`src/rtl/bsg_link_osdr_phy_multi_if.sv`:
```
// Link-side bundle of the multi-channel output SDR PHY: upstream data/valid,
// delay config, forwarded clocks, output data and the token pass-through.
`timescale 1ns/1ps
interface bsg_link_osdr_phy_multi_if #(
  parameter int width_p     = 8,
  parameter int channels_p  = 1,
  parameter int max_delay_p = 3
);
  localparam int chan_w_lp  = (channels_p > 1) ? $clog2(channels_p) : 1;
  localparam int delay_w_lp = (max_delay_p > 0) ? $clog2(max_delay_p + 1) : 1;

  logic [channels_p*width_p-1:0] data_i;
  logic [channels_p-1:0]         v_i;
  logic                          gate_en_i;
  logic                          cfg_v_i;
  logic [chan_w_lp-1:0]          cfg_chan_i;
  logic [delay_w_lp-1:0]         cfg_delay_i;
  logic                          ready_o;
  logic [channels_p-1:0]         clk_o;
  logic [channels_p*width_p-1:0] data_o;
  logic [channels_p-1:0]         token_i;
  logic [channels_p-1:0]         token_o;

  modport master (
    output data_i, v_i, gate_en_i, cfg_v_i, cfg_chan_i, cfg_delay_i, token_i,
    input  ready_o, clk_o, data_o, token_o
  );

  modport slave (
    input  data_i, v_i, gate_en_i, cfg_v_i, cfg_chan_i, cfg_delay_i, token_i,
    output ready_o, clk_o, data_o, token_o
  );
endinterface

```
`src/rtl/bsg_link_osdr_phy_multi.sv`:
```
// Multi-channel output SDR PHY: per-channel skew delay, centre-aligned forwarded
// clock, post-reset checkerboard training and per-channel idle clock gating.
`timescale 1ns/1ps
module bsg_link_osdr_phy_multi #(
  parameter int width_p        = 8,
  parameter int channels_p     = 1,
  parameter int max_delay_p    = 3,
  parameter int train_cycles_p = 16,
  parameter int idle_cycles_p  = 8
) (
  input  logic clk_i,
  input  logic reset_i,
  bsg_link_osdr_phy_multi_if.slave link
);
  localparam int delay_w_lp = (max_delay_p > 0) ? $clog2(max_delay_p + 1) : 1;
  localparam int train_w_lp = (train_cycles_p > 1) ? $clog2(train_cycles_p) : 1;
  localparam int idle_w_lp  = $clog2(idle_cycles_p + 1);

  typedef enum logic [1:0] {e_reset, e_train, e_active} state_e;

  state_e                  state_r;
  logic [train_w_lp-1:0]   train_cnt_r;
  logic                    ready_r;
  logic [channels_p-1:0]   clk_en_r;
  logic [idle_w_lp-1:0]    idle_cnt_r  [channels_p];
  logic [delay_w_lp-1:0]   delay_r     [channels_p];
  logic [width_p-1:0]      data_pipe_r [channels_p][max_delay_p+1];
  logic                    valid_pipe_r[channels_p][max_delay_p+1];

  logic [width_p-1:0]            tap_data [channels_p];
  logic [channels_p-1:0]         tap_valid;
  logic [width_p-1:0]            train_word;
  logic [channels_p*width_p-1:0] data_o_n;
  logic [31:0]                   cfg_chan_ext;
  logic [31:0]                   cfg_delay_ext;
  logic [delay_w_lp-1:0]         cfg_delay_clamped;

  assign cfg_chan_ext      = 32'(link.cfg_chan_i);
  assign cfg_delay_ext     = 32'(link.cfg_delay_i);
  assign cfg_delay_clamped = (cfg_delay_ext > 32'(max_delay_p))
                             ? delay_w_lp'(max_delay_p) : link.cfg_delay_i;

  always_comb begin
    tap_valid = '0;
    for (int c = 0; c < channels_p; c++) begin
      tap_data[c] = '0;
      for (int j = 0; j <= max_delay_p; j++) begin
        if (32'(delay_r[c]) == 32'(j)) begin
          tap_data[c]  = data_pipe_r[c][j];
          tap_valid[c] = valid_pipe_r[c][j];
        end
      end
    end
  end

  // Checkerboard starts with bit0 = 1 and flips every training cycle.
  always_comb begin
    train_word = '0;
    for (int i = 0; i < width_p; i++)
      train_word[i] = (((i % 2) == 1) == train_cnt_r[0]);
  end

  always_comb begin
    data_o_n = '0;
    for (int c = 0; c < channels_p; c++) begin
      if (state_r == e_train)
        data_o_n[c*width_p +: width_p] = train_word;
      else if (state_r == e_active)
        data_o_n[c*width_p +: width_p] = tap_data[c];
    end
  end

  assign link.data_o  = data_o_n;
  assign link.ready_o = ready_r;
  assign link.token_o = link.token_i;
  // clk_en_r only moves on posedge, so gating during the high phase is glitch-free.
  assign link.clk_o   = {channels_p{~clk_i}} & clk_en_r;

  always_ff @(posedge clk_i) begin
    if (reset_i) begin
      state_r     <= e_reset;
      train_cnt_r <= '0;
      ready_r     <= 1'b0;
      clk_en_r    <= '0;
      for (int c = 0; c < channels_p; c++) idle_cnt_r[c] <= '0;
    end else begin
      case (state_r)
        e_reset: begin
          state_r     <= e_train;
          train_cnt_r <= '0;
          clk_en_r    <= '1;
        end
        e_train: begin
          if (32'(train_cnt_r) == 32'(train_cycles_p - 1)) begin
            state_r <= e_active;
            ready_r <= 1'b1;
          end else begin
            train_cnt_r <= train_cnt_r + train_w_lp'(1);
          end
        end
        e_active: begin
          for (int c = 0; c < channels_p; c++) begin
            if (link.v_i[c]) begin
              clk_en_r[c]   <= 1'b1;
              idle_cnt_r[c] <= '0;
            end else begin
              if (tap_valid[c])
                idle_cnt_r[c] <= '0;
              else if (32'(idle_cnt_r[c]) < 32'(idle_cycles_p))
                idle_cnt_r[c] <= idle_cnt_r[c] + idle_w_lp'(1);
              if (!link.gate_en_i)
                clk_en_r[c] <= 1'b1;
              else if (32'(idle_cnt_r[c]) == 32'(idle_cycles_p))
                clk_en_r[c] <= 1'b0;
            end
          end
        end
        default: state_r <= e_reset;
      endcase
    end
  end

  // Skew pipelines shift in every state; delay writes to absent channels are dropped.
  always_ff @(posedge clk_i) begin
    if (reset_i) begin
      for (int c = 0; c < channels_p; c++) begin
        delay_r[c] <= '0;
        for (int j = 0; j <= max_delay_p; j++) begin
          data_pipe_r[c][j]  <= '0;
          valid_pipe_r[c][j] <= 1'b0;
        end
      end
    end else begin
      for (int c = 0; c < channels_p; c++) begin
        data_pipe_r[c][0]  <= link.data_i[c*width_p +: width_p];
        valid_pipe_r[c][0] <= link.v_i[c];
        for (int j = 1; j <= max_delay_p; j++) begin
          data_pipe_r[c][j]  <= data_pipe_r[c][j-1];
          valid_pipe_r[c][j] <= valid_pipe_r[c][j-1];
        end
        if (link.cfg_v_i && (cfg_chan_ext < 32'(channels_p)) && (cfg_chan_ext == 32'(c)))
          delay_r[c] <= cfg_delay_clamped;
      end
    end
  end
endmodule

```
`src/flat_wrapper.sv`:
```
// flat-port wrapper written by rule: the top's interface ports become plain ports
module bsg_link_osdr_phy_multi_flat 
#(
  parameter int width_p        = 8,
  parameter int channels_p     = 1,
  parameter int max_delay_p    = 3,
  parameter int train_cycles_p = 16,
  parameter int idle_cycles_p  = 8
)
  (clk_i, reset_i, link_data_i, link_v_i, link_gate_en_i, link_cfg_v_i, link_cfg_chan_i, link_cfg_delay_i, link_token_i, link_ready_o, link_clk_o, link_data_o, link_token_o);
  bsg_link_osdr_phy_multi_if #(.width_p(width_p), .channels_p(channels_p), .max_delay_p(max_delay_p)) link_i ();
  input  logic clk_i;
  input  logic reset_i;
  input wire logic [$bits(link_i.data_i)-1:0] link_data_i;
  input wire logic [$bits(link_i.v_i)-1:0] link_v_i;
  input wire logic [$bits(link_i.gate_en_i)-1:0] link_gate_en_i;
  input wire logic [$bits(link_i.cfg_v_i)-1:0] link_cfg_v_i;
  input wire logic [$bits(link_i.cfg_chan_i)-1:0] link_cfg_chan_i;
  input wire logic [$bits(link_i.cfg_delay_i)-1:0] link_cfg_delay_i;
  input wire logic [$bits(link_i.token_i)-1:0] link_token_i;
  output wire logic [$bits(link_i.ready_o)-1:0] link_ready_o;
  output wire logic [$bits(link_i.clk_o)-1:0] link_clk_o;
  output wire logic [$bits(link_i.data_o)-1:0] link_data_o;
  output wire logic [$bits(link_i.token_o)-1:0] link_token_o;
  assign link_i.data_i = link_data_i;
  assign link_i.v_i = link_v_i;
  assign link_i.gate_en_i = link_gate_en_i;
  assign link_i.cfg_v_i = link_cfg_v_i;
  assign link_i.cfg_chan_i = link_cfg_chan_i;
  assign link_i.cfg_delay_i = link_cfg_delay_i;
  assign link_i.token_i = link_token_i;
  assign link_ready_o = link_i.ready_o;
  assign link_clk_o = link_i.clk_o;
  assign link_data_o = link_i.data_o;
  assign link_token_o = link_i.token_o;
  bsg_link_osdr_phy_multi #(.width_p(width_p), .channels_p(channels_p), .max_delay_p(max_delay_p), .train_cycles_p(train_cycles_p), .idle_cycles_p(idle_cycles_p)) u_core (.clk_i(clk_i), .reset_i(reset_i), .link(link_i));
endmodule
```
`config.mk`:
```
export PLATFORM = sky130hd
export DESIGN_NAME = bsg_link_osdr_phy_multi_flat
export DESIGN_NICKNAME = d
export VERILOG_FILES = /design/src/rtl/bsg_link_osdr_phy_multi_if.sv /design/src/rtl/bsg_link_osdr_phy_multi.sv /design/src/flat_wrapper.sv
export SDC_FILE = /design/constraint.sdc
export NUM_CORES = 1
export LEC_CHECK = 0
export CELL_PAD_IN_SITES_DETAIL_PLACEMENT = 0
export CELL_PAD_IN_SITES_GLOBAL_PLACEMENT = 1
export CORE_UTILIZATION = 40
export DETAILED_ROUTE_END_ITERATION = 16
export GPL_ROUTABILITY_DRIVEN = 0
export PLACE_DENSITY = 0.77
export SLEW_MARGIN = 20
export SYNTH_ARGS = -nofsm -noshare
export SYNTH_HDL_FRONTEND = slang
export SYNTH_SLANG_ARGS = --single-unit
```
`constraint.sdc`:
```
create_clock -name clk_i -period 2.35 [get_ports clk_i]
set_input_delay 0.47 -clock clk_i [delete_from_list [all_inputs] [get_ports clk_i]]
set_output_delay 0.47 -clock clk_i [all_outputs]
set_load 0.01 [all_outputs]
```
* Word-level counts from Yosys, hierarchy flattened
Memories as Yosys holds them, arrays and structs flattened.
Index checks and enable logic that the tools add are counted.
** Storage, ports and cells
- Bits in registers :: 8
- Memories :: 4
- Latch bits :: 0
- Output and inout bits :: 11
- Word-level logic and storage cells :: 114
- Input port bits :: 17
- Memory bits (writable) :: 42
- Memory bits (read-only) :: 0
** Memories
- u_core.data_pipe_r :: words 1, width 32, rd ports 1, clocked after memory_dff 0, wr ports 4, RTL line bsg_link_osdr_phy_multi.sv:27 : logic [width_p-1:0] data_pipe_r [channels_p][max_delay_p+1];
- u_core.idle_cnt_r :: words 1, width 4, rd ports 1, clocked after memory_dff 0, wr ports 1, RTL line bsg_link_osdr_phy_multi.sv:25 : logic [idle_w_lp-1:0] idle_cnt_r [channels_p];
- u_core.valid_pipe_r :: words 1, width 4, rd ports 1, clocked after memory_dff 0, wr ports 4, RTL line bsg_link_osdr_phy_multi.sv:28 : logic valid_pipe_r[channels_p][max_delay_p+1];
- u_core.delay_r :: words 1, width 2, rd ports 1, clocked after memory_dff 0, wr ports 1, RTL line bsg_link_osdr_phy_multi.sv:26 : logic [delay_w_lp-1:0] delay_r [channels_p];
** Cells by class
- Add/subtract/negate cells :: 2
- Shift-type cells :: 0
- Reductions and logical operators :: 23
- Eq/ne operators :: 10
- Multipliers :: 0
- Multiplexer cells :: 64
- Order comparisons :: 3
- Bitwise operators :: 4
- Div/mod/pow operators :: 0
** Operators with widths (count)
- 32-bit two-way mux :: 4
- 32-bit OR reduction :: 4
- 8-bit two-way mux :: 6
- 32-bit logical NOT :: 1
- 1-bit two-way mux :: 32
- 4-bit two-way mux :: 8
- 4-bit OR reduction :: 7
- 2-bit two-way mux :: 11
- 4-bit by 1-bit adder with 4-bit output, second input constant :: 2
- 4-bit == test, second input constant :: 2
- 4-bit case mux with 2 select lines :: 1
- 2-bit AND reduction :: 4
- 2-bit == test, second input constant :: 3
- 2-bit case mux with 3 select lines :: 1
- 2-bit by 1-bit == test with 1-bit output, second input constant :: 2
- 2-bit logical NOT :: 2
- 4-bit < comparator, second input constant :: 1
- 2-bit != test, second input constant :: 2
- 4-bit != test, second input constant :: 1
- 2-bit nonzero test :: 2
- 1-bit inverter :: 3
- 2-bit > comparator, second input constant :: 1
- 1-bit logical AND :: 2
- 1-bit case mux with 2 select lines :: 1
- other kinds (3) :: 3

* Logic depth before layout (Yosys ltp)
Gate-level depths: netlist of the first run.
An unclocked memory read counts as a cell.
- Depth in word-level cells :: 14
- Gate-level depth with buffers :: 5
- Depth with buffers taken out :: 5

==> flow_summary.ini, run 1 <==
[sta]
max_slew_margin_pct = 76.42
tns_ns = 0
setup_viol = 0
drv_slew = 0
whs_ns = 0.4641
worstMarginPinSlew_ns = 0.3536
fin_skew_ns = 0.006191
rsz0062_at_grt = false
hold_viol = 0

[clocking]
clk_pin_slew_ns = 0.09
cts_tree = done
clk_latency_ns = 0.40

[critical_path]
crit_fanout = 2
critPathCaptureType = primary output
worstReg2RegStart = u_core.delay_r[0][0]$_SDFFCE_PN0P_
critPathLaunchType = clock port
rrSetupSlack_ns = 0.79
crit_type = clk2out
worstPathRequired_ns = 1.88
reg2reg_depth = 5
worst_r2r_endpoint = u_core.idle_cnt_r[0][2]$_SDFFCE_PN0P_
worstPathArrival_ns = 1.84
path_common_cell = clkbuf_8
cp_top_family = buffers and inverters
cpMaxStageDelayCell = dlygate4sd2_1
critPathBufInv = 3
path_cells = clkbuf_8 > clkbuf_8 > nor2b_1 > dlygate4sd2_1
critPathMaxStageDelay_ns = 0.29

[flow_run]
max-cap-violations = 0

[grt]
grt_usage_pct = 16.83
grt-ovfl-total = 0
top_usage_layer = met2
use_met1_pct = 19.30
grt_max_degree = 37
met2_usage_pct = 26.20
grt_pass1_wl_mm = 6.589
grtUsageMet3_pct = 6.447
grt_pass1_vias = 1507
antenna_found_initial = 0

[die]
die_h_um = 73.71
initial_core_util_pct = 42.43
die-area_um2 = 5433
rows = 25
core_area_um2 = 4848
dieWidth_um = 73.71
ios = 28

[cells_and_area]
drive_gt1_share_pct = 18.58
finalNonFillerCells = 293
layout-area-overhead-vs-synth_pct = 25.79
layout_common_cells = 43 x dfxtp_1, 40 x nor2b_1, 16 x clkdlybuf4s50_1
nets = 245
diodes = 0
post-route-cell-area_um2 = 2587
layout_commonest_cell = dfxtp_1

[power_and_ir_drop]
power.density_nw_per_um2 = 705.9
worst_ir_drop_vdd_uv = 324.4
leakage_uw = 0.001009

[worst_hold_path]
hp-class = reg2reg
holdPathStages = 1
worstHoldStart = u_core.data_pipe_r[0][17]$_SDFF_PP0_
holdPathEnd = u_core.data_pipe_r[0][9]$_SDFF_PP0_

[drt]
drc = 0
via_per_inst = 5.020
routedWlPerCell_um = 12.79
ant_nets = 0
dr.pass1.iters = 4
vias = 1471
drt-total-wl_mm = 3.748
drt_iter0_markers = 83

[logic_synthesis]
syn-num-nets = 210
async_flop_share_pct = 0
syn_area_um2 = 2057
synth_flop_cell = dfxtp_1
avgSynthCellArea_um2 = 10.83
synth_top_area_share_pct = 42.82
synth_cell_types = 39
yosys.area.top_type = dfxtp_1
synth-edff-count = 6
ys_seq_area_share_pct = 51.58
synth_seq_cells = 50
yosys-top-cells-area = dfxtp_1 43%, nor2b_1 12%, edfxtp_1 8.8%, mux2i_1 4.4%, mux2_2 3.3%
ys_warn_count = 0
syn_inst = 190

[status]
outcome = finished, final reports clean

[place]
placed_area_um2 = 2387
portBuffers = 25
dp_cells = 278
detailed_place_hpwl_mm = 2.588
-- through the flow --
stage                     setup slack, ns  utilization, %  power, uW
after floorplan                    0.5269               -       1037
after global placement            0.09678           49.24       1108
after detailed placement          0.09678           49.24       1113
after CTS                         0.03113           53.14       1848
after global routing             0.002584           53.37       1913
final                             0.04427           53.37       1826
-- metal layers --
metal | vias up | wire length [um]
met5 | - | 0
met4 | 0 | 112
met3 | 12 | 170
met2 | 36 | 1781
met1 | 697 | 1684
li1 | 726 | -
-- flip-flops by register name, summed over array words and instances, names as in the netlist --
name	flops
u_core.valid_pipe_r	4
u_core.data_pipe_r	32
u_core.clk_en_r	1
u_core.delay_r	2
u_core.idle_cnt_r	4
u_core.link.ready_o	1
u_core.state_r	2
u_core.train_cnt_r	4
-- worst max-delay path by stage --
stage	start	to	slack, ns	cells past startpoint
after detailed placement	clk_i	link_clk_o	0.1	2
after CTS	u_core.delay_r[0][0]$_SDFFCE_PN0P_	link_data_o[6]	0.03	5
after global placement	clk_i	link_clk_o	0.1	2
after global routing	u_core.delay_r[0][0]$_SDFFCE_PN0P_	link_data_o[4]	0.003	5
after floorplan	clk_i	link_clk_o	0.53	1
final	clk_i	link_clk_o	0.04	4
-- synthesized netlist by cell type (2+ instances only) --
cell type,number
o21ai_0,2
a21oi_1,8
buf_4,2
nand3_1,5
mux2_2,6
clkbuf_1,5
nand4b_1,2
dfxtp_1,44
mux2_4,2
o21ai_1,4
edfxtp_1,6
ha_1,3
nor3_2,3
nor4bb_1,2
a211oi_1,2
nor3b_2,2
nand2_1,10
mux2i_1,9
o211ai_1,5
nor2_1,6
buf_6,2
inv_1,4
nor2b_1,40
-- where the power goes --
part / internal (uW) / switching, uW / total (uW)
sequential: 894 / 20.5 / 915
combinational: 95.7 / 70.3 / 166
clock: 435 / 311 / 745
-- area by class of cell --
| cell class | instances | area, um^2 |
|---|---|---|
| Clock buffer | 10 | 122.6 |
| Clock inverter | 2 | 36.28 |
| Fill cell | 437 | 2261 |
| Inverter | 4 | 15.01 |
| Multi-Input combinational cell | 126 | 933.4 |
| Sequential cell | 50 | 1062 |
| Tap cell | 67 | 83.83 |
| Timing Repair Buffer | 34 | 334.1 |
-- repair_timing --
action,CTS,global route
buffers inserted,4,0
resized for setup,11,5
hold endpoints to repair,0,0
setup endpoints to repair,9,4
pin swaps,1,0
hold buffers,0,0
gates cloned,0,0
-- cells by family after synthesis --
kind of cell	share of synthesized area, %
AO/OA/AOI/OAI	9.916
XOR/XNOR	0.4259
adder cells (fa/ha/maj)	1.825
buffers and inverters	3.710
flip-flops	51.58
multiplexers	9.793
AND/OR/NAND/NOR	22.75
(Power assumes the default switching activity.)
==> run 2, diff against run 1 <==
- RECOVER_POWER: unset -> 25
==> run 2 against run 1 <==
Register-to-register slack about the same. Flip-flop and latch count unchanged. Worst hold slack about the same. Utilization decreased by 0.13 points. Critical endpoint unchanged. Sequential share of layout area increased by 0.099 points.
==> flow_summary.ini, run 2 (synthesis gave the netlist of run 1 again) <==
[power_and_ir_drop]
comb_power_share_pct = 9.0
clkPwrFrac_pct = 40.9
internal-power_uw = 1423
leakage_uw = 0.001005
p_sw_uw = 401.6
seq_power_share_pct = 50.1
switching_share_pct = 22.01
power.density_nw_per_um2 = 707.0
worst_ir_drop_vdd_uv = 325.0

[cells_and_area]
layout_common_cells = 43 x dfxtp_1, 40 x nor2b_1, 15 x clkdlybuf4s50_1
diodes = 0
seqCellArea_um2 = 1062
nets = 245
fillCellCount = 439
finalNonFillerCells = 293
layout-area-overhead-vs-synth_pct = 25.49
largest_reg_flops = 32
layout_commonest_cell = dfxtp_1
drive_gt1_share_pct = 18.14
top_register = u_core.data_pipe_r
multi_input_area_um2 = 933.4

[grt]
grt_max_degree = 37
top_usage_layer = met2
grt-ovfl-total = 0
use_met1_pct = 19.30
grt_pass1_vias = 1507
grt_pass1_wl_mm = 6.589
met2_usage_pct = 26.20
antenna_found_initial = 0
grt_usage_pct = 16.83
grtUsageMet3_pct = 6.447

[sta]
fin_skew_ns = 0.006111
max_slew_margin_pct = 54.71
worstMarginPinSlew_ns = 0.6793
setup_viol = 0
hold_viol = 0
drv_slew = 0
tns_ns = 0
rsz0062_at_grt = false

[drt]
vias = 1470
ant_nets = 0
drc = 0
routedWlPerCell_um = 12.77
drt-total-wl_mm = 3.743
drt_iter0_markers = 85
via_per_inst = 5.017
dr.pass1.iters = 4

[die]
rows = 25
initial_core_util_pct = 42.43
dieWidth_um = 73.71
die-area_um2 = 5433
ios = 28
core_area_um2 = 4848
die_h_um = 73.71

[place]
detailed_place_hpwl_mm = 2.588
portBuffers = 25
dp_cells = 278

[worst_hold_path]
hp-class = reg2reg
holdPathStages = 1

[clocking]
clk_pin_slew_ns = 0.09
hold_buffers = 0
clk_latency_ns = 0.41
cts_tree = done

[critical_path]
path_common_cell = clkbuf_8
path_cells = clkbuf_8 > clkbuf_8 > nor2b_1 > dlygate4sd2_1
reg2reg_depth = 5
crit_fanout = 2
cpMaxStageDelayCell = dlygate4sd2_1
worstPathRequired_ns = 1.88
critPathMaxStageDelay_ns = 0.29
crit_type = clk2out
critPathLaunchType = clock port
worstPathArrival_ns = 1.83
critPathCaptureType = primary output

[flow_run]
max-cap-violations = 0

[status]
outcome = finished, final reports clean
run 2: worst max-delay path, delay by kind of cell:
family,cells,cell delay (ns)
AND/OR/NAND/NOR,1,0.14
buffers and inverters,3,0.52
run 2: layer usage:
metal	vias up	share of wire (%)
li1	728	-
met2	30	47
met1	700	46
met5	-	0
met3	12	3.7
met4	0	3.0
run 2: timing repair:
| action | CTS | global route |
|---|---|---|
| gates resized for setup | 11 | 5 |
| setup endpoints to repair | 9 | 4 |
| pin swaps | 1 | 0 |
| buffers inserted | 4 | 0 |
run 2: power groups by stage:
stage / clock, uW / sequential (uW) / combinational (uW)
detailed placement: 19.0 / 935 / 159
CTS: 767 / 915 / 166
global placement: 19.0 / 933 / 155
floorplan: 7.13 / 927 / 103
global route: 811 / 920 / 180
finish: 746 / 915 / 164
run 2: worst paths after layout:
path / slack, ns / startpoint / end
hold reg to reg: 0.46 / u_core.data_pipe_r[0][17]$_SDFF_PP0_ / u_core.data_pipe_r[0][9]$_SDFF_PP0_
setup reg to reg: 0.79 / u_core.delay_r[0][0]$_SDFFCE_PN0P_ / u_core.idle_cnt_r[0][2]$_SDFFCE_PN0P_
setup / recovery: 0.05 / clk_i / link_clk_o
hold / removal: 0.46 / u_core.data_pipe_r[0][17]$_SDFF_PP0_ / u_core.data_pipe_r[0][9]$_SDFF_PP0_
run 2: final cells by class:
type	count	area share [%]
clock buffer	10	4.750
clock inverter	2	1.406
inverter	4	0.5817
multi-input combinational	126	36.16
sequential	50	41.15
tap	67	3.248
timing repair buffer	34	12.70
run 2: stage by stage:
step / instance area [um^2] / power [uW] / util (%) / setup slack [ns] / hold WS, ns
after floorplan: 2057 / 1037 / - / 0.5269 / 0.4321
after global placement: 2387 / 1108 / 49.24 / 0.09678 / 0.4431
after detailed placement: 2387 / 1113 / 49.24 / 0.09678 / 0.4421
after CTS: 2576 / 1848 / 53.14 / 0.03113 / 0.4620
after global routing: 2581 / 1911 / 53.24 / 0.002584 / 0.4696
final: 2581 / 1825 / 53.24 / 0.04781 / 0.4641
==> run 3, diff against run 2 <==
- SKIP_CTS_REPAIR_TIMING: unset -> 1
==> run 3 against run 2 <==
Non-clock buffer count rose by 1. Clock power is essentially flat. Sequential power about the same. Critical path type unchanged. Critical endpoint unchanged.
==> flow_summary.ini, run 3 (synthesis gave the netlist of run 1 again) <==
[drt]
routedWlPerCell_um = 12.78
drc = 0
ant_nets = 0
drt_iter0_markers = 101
vias = 1456
dr.pass1.iters = 5
via_per_inst = 4.952
drt-total-wl_mm = 3.758

[cells_and_area]
nets = 246
layout-area-overhead-vs-synth_pct = 26.34
post-route-cell-area_um2 = 2599
fillCellCount = 432
finalNonFillerCells = 294
top_register = u_core.data_pipe_r
utilization_pct = 53.60
largest_reg_flops = 32
layout_common_cells = 43 x dfxtp_1, 40 x nor2b_1, 15 x clkdlybuf4s50_1
diodes = 0
layout_commonest_cell = dfxtp_1
drive_gt1_share_pct = 17.62

[place]
detailed_place_hpwl_mm = 2.588
dp_cells = 278
placed_area_um2 = 2387
portBuffers = 25

[sta]
tns_ns = 0
final_min_period_over_clock_period_pct = 93.28
setup_viol = 0
hold_viol = 0
fin_skew_ns = 0.005578
drv_slew = 0
max_slew_margin_pct = 54.75
rsz0062_at_grt = false
fin_crit_ns = 2.192
worstMarginPinSlew_ns = 0.6788
max_freq_mhz = 456.7

[die]
dieWidth_um = 73.71
die-area_um2 = 5433
die_h_um = 73.71
initial_core_util_pct = 42.43
rows = 25
ios = 28
core_area_um2 = 4848

[critical_path]
worstPathArrival_ns = 1.72
crit_type = clk2out
worstPathRequired_ns = 1.88
reg2reg_depth = 4
critPathCaptureType = primary output
critPathLaunchType = clock port
crit_fanout = 2

[worst_hold_path]
holdPathStages = 1
hp-class = reg2reg

[status]
outcome = finished, final reports clean

[grt]
grt_max_degree = 37
antenna_found_initial = 0
grt_usage_pct = 16.59
grt-ovfl-total = 0
grt_pass1_wl_mm = 6.513
grt_pass1_vias = 1497

[power_and_ir_drop]
power.density_nw_per_um2 = 702.4
fin_total_pwr_uw = 1825
worst_ir_drop_vdd_uv = 324.5
leakage_uw = 0.001108

[clocking]
clk_pin_slew_ns = 0.09
clk_latency_ns = 0.40
cts_tree = done

[flow_run]
max-cap-violations = 0
==> run 3: cell types whose count changed in the layout (fill, tap and decap cells not counted) <==
cell / before / now
buf_4: 6 / 8
dlygate4sd2_1: 6 / 0
a21oi_1: 6 / 8
clkdlybuf4s15_1: 3 / 0
buf_12: 2 / 1
dlymetal6s2s_1: 0 / 9
a21oi_2: 2 / 0
==> run 3: through the flow <==
stage	hold WS [ns]	worst slack [ns]
floorplan	0.4321	0.5269
global placement	0.4431	0.09678
detailed placement	0.4421	0.09678
CTS	0.4620	-0.2431
global route	0.4696	0.04773
finish	0.4632	0.1578
==> run 3: layer usage <==
layer / GRT usage, % / vias to the layer above / wire, um / part of all wire [%]
met5: 0 / - / 0 / 0
met4: 10.68 / 0 / 110 / 2.9
met3: 6.447 / 12 / 144 / 3.8
met2: 24.97 / 28 / 1771 / 47
met1: 19.64 / 688 / 1732 / 46
li1: - / 728 / - / -
==> run 3: layout make-up <==
| cell class | count | area [um^2] | share of cell area [%] |
|---|---|---|---|
| clock inverters | 2 | 36.28 | 1.396 |
| well taps | 67 | 83.83 | 3.226 |
| multi-input cells | 126 | 925.9 | 35.63 |
| inverters | 4 | 15.01 | 0.5778 |
| clock buffers | 10 | 126.4 | 4.863 |
| flip-flops and latches | 50 | 1062 | 40.88 |
| repair buffers | 35 | 349.1 | 13.43 |
==> run 3: report_power, final <==
| group | internal, uW | total (uW) | switching, uW |
|---|---|---|---|
| registers | 894 | 915 | 21.0 |
| clock network | 438 | 747 | 310 |
| logic | 94.3 | 163 | 68.2 |
==> run 3: path summary, 6_finish.rpt <==
check	slack, ns	to	start
setup / recovery	0.16	link_clk_o	clk_i
hold / removal	0.46	u_core.data_pipe_r[0][9]$_SDFF_PP0_	u_core.data_pipe_r[0][17]$_SDFF_PP0_
setup reg to reg	0.91	u_core.idle_cnt_r[0][3]$_SDFFCE_PN0P_	u_core.delay_r[0][0]$_SDFFCE_PN0P_
hold reg to reg	0.46	u_core.data_pipe_r[0][9]$_SDFF_PP0_	u_core.data_pipe_r[0][17]$_SDFF_PP0_
==> run 3: critical path, stage by stage <==
cell and delay [ns]:
clkbuf_8 0.11, clkbuf_8 0.12, nor2b_1 0.14, dlymetal6s2s_1 0.18
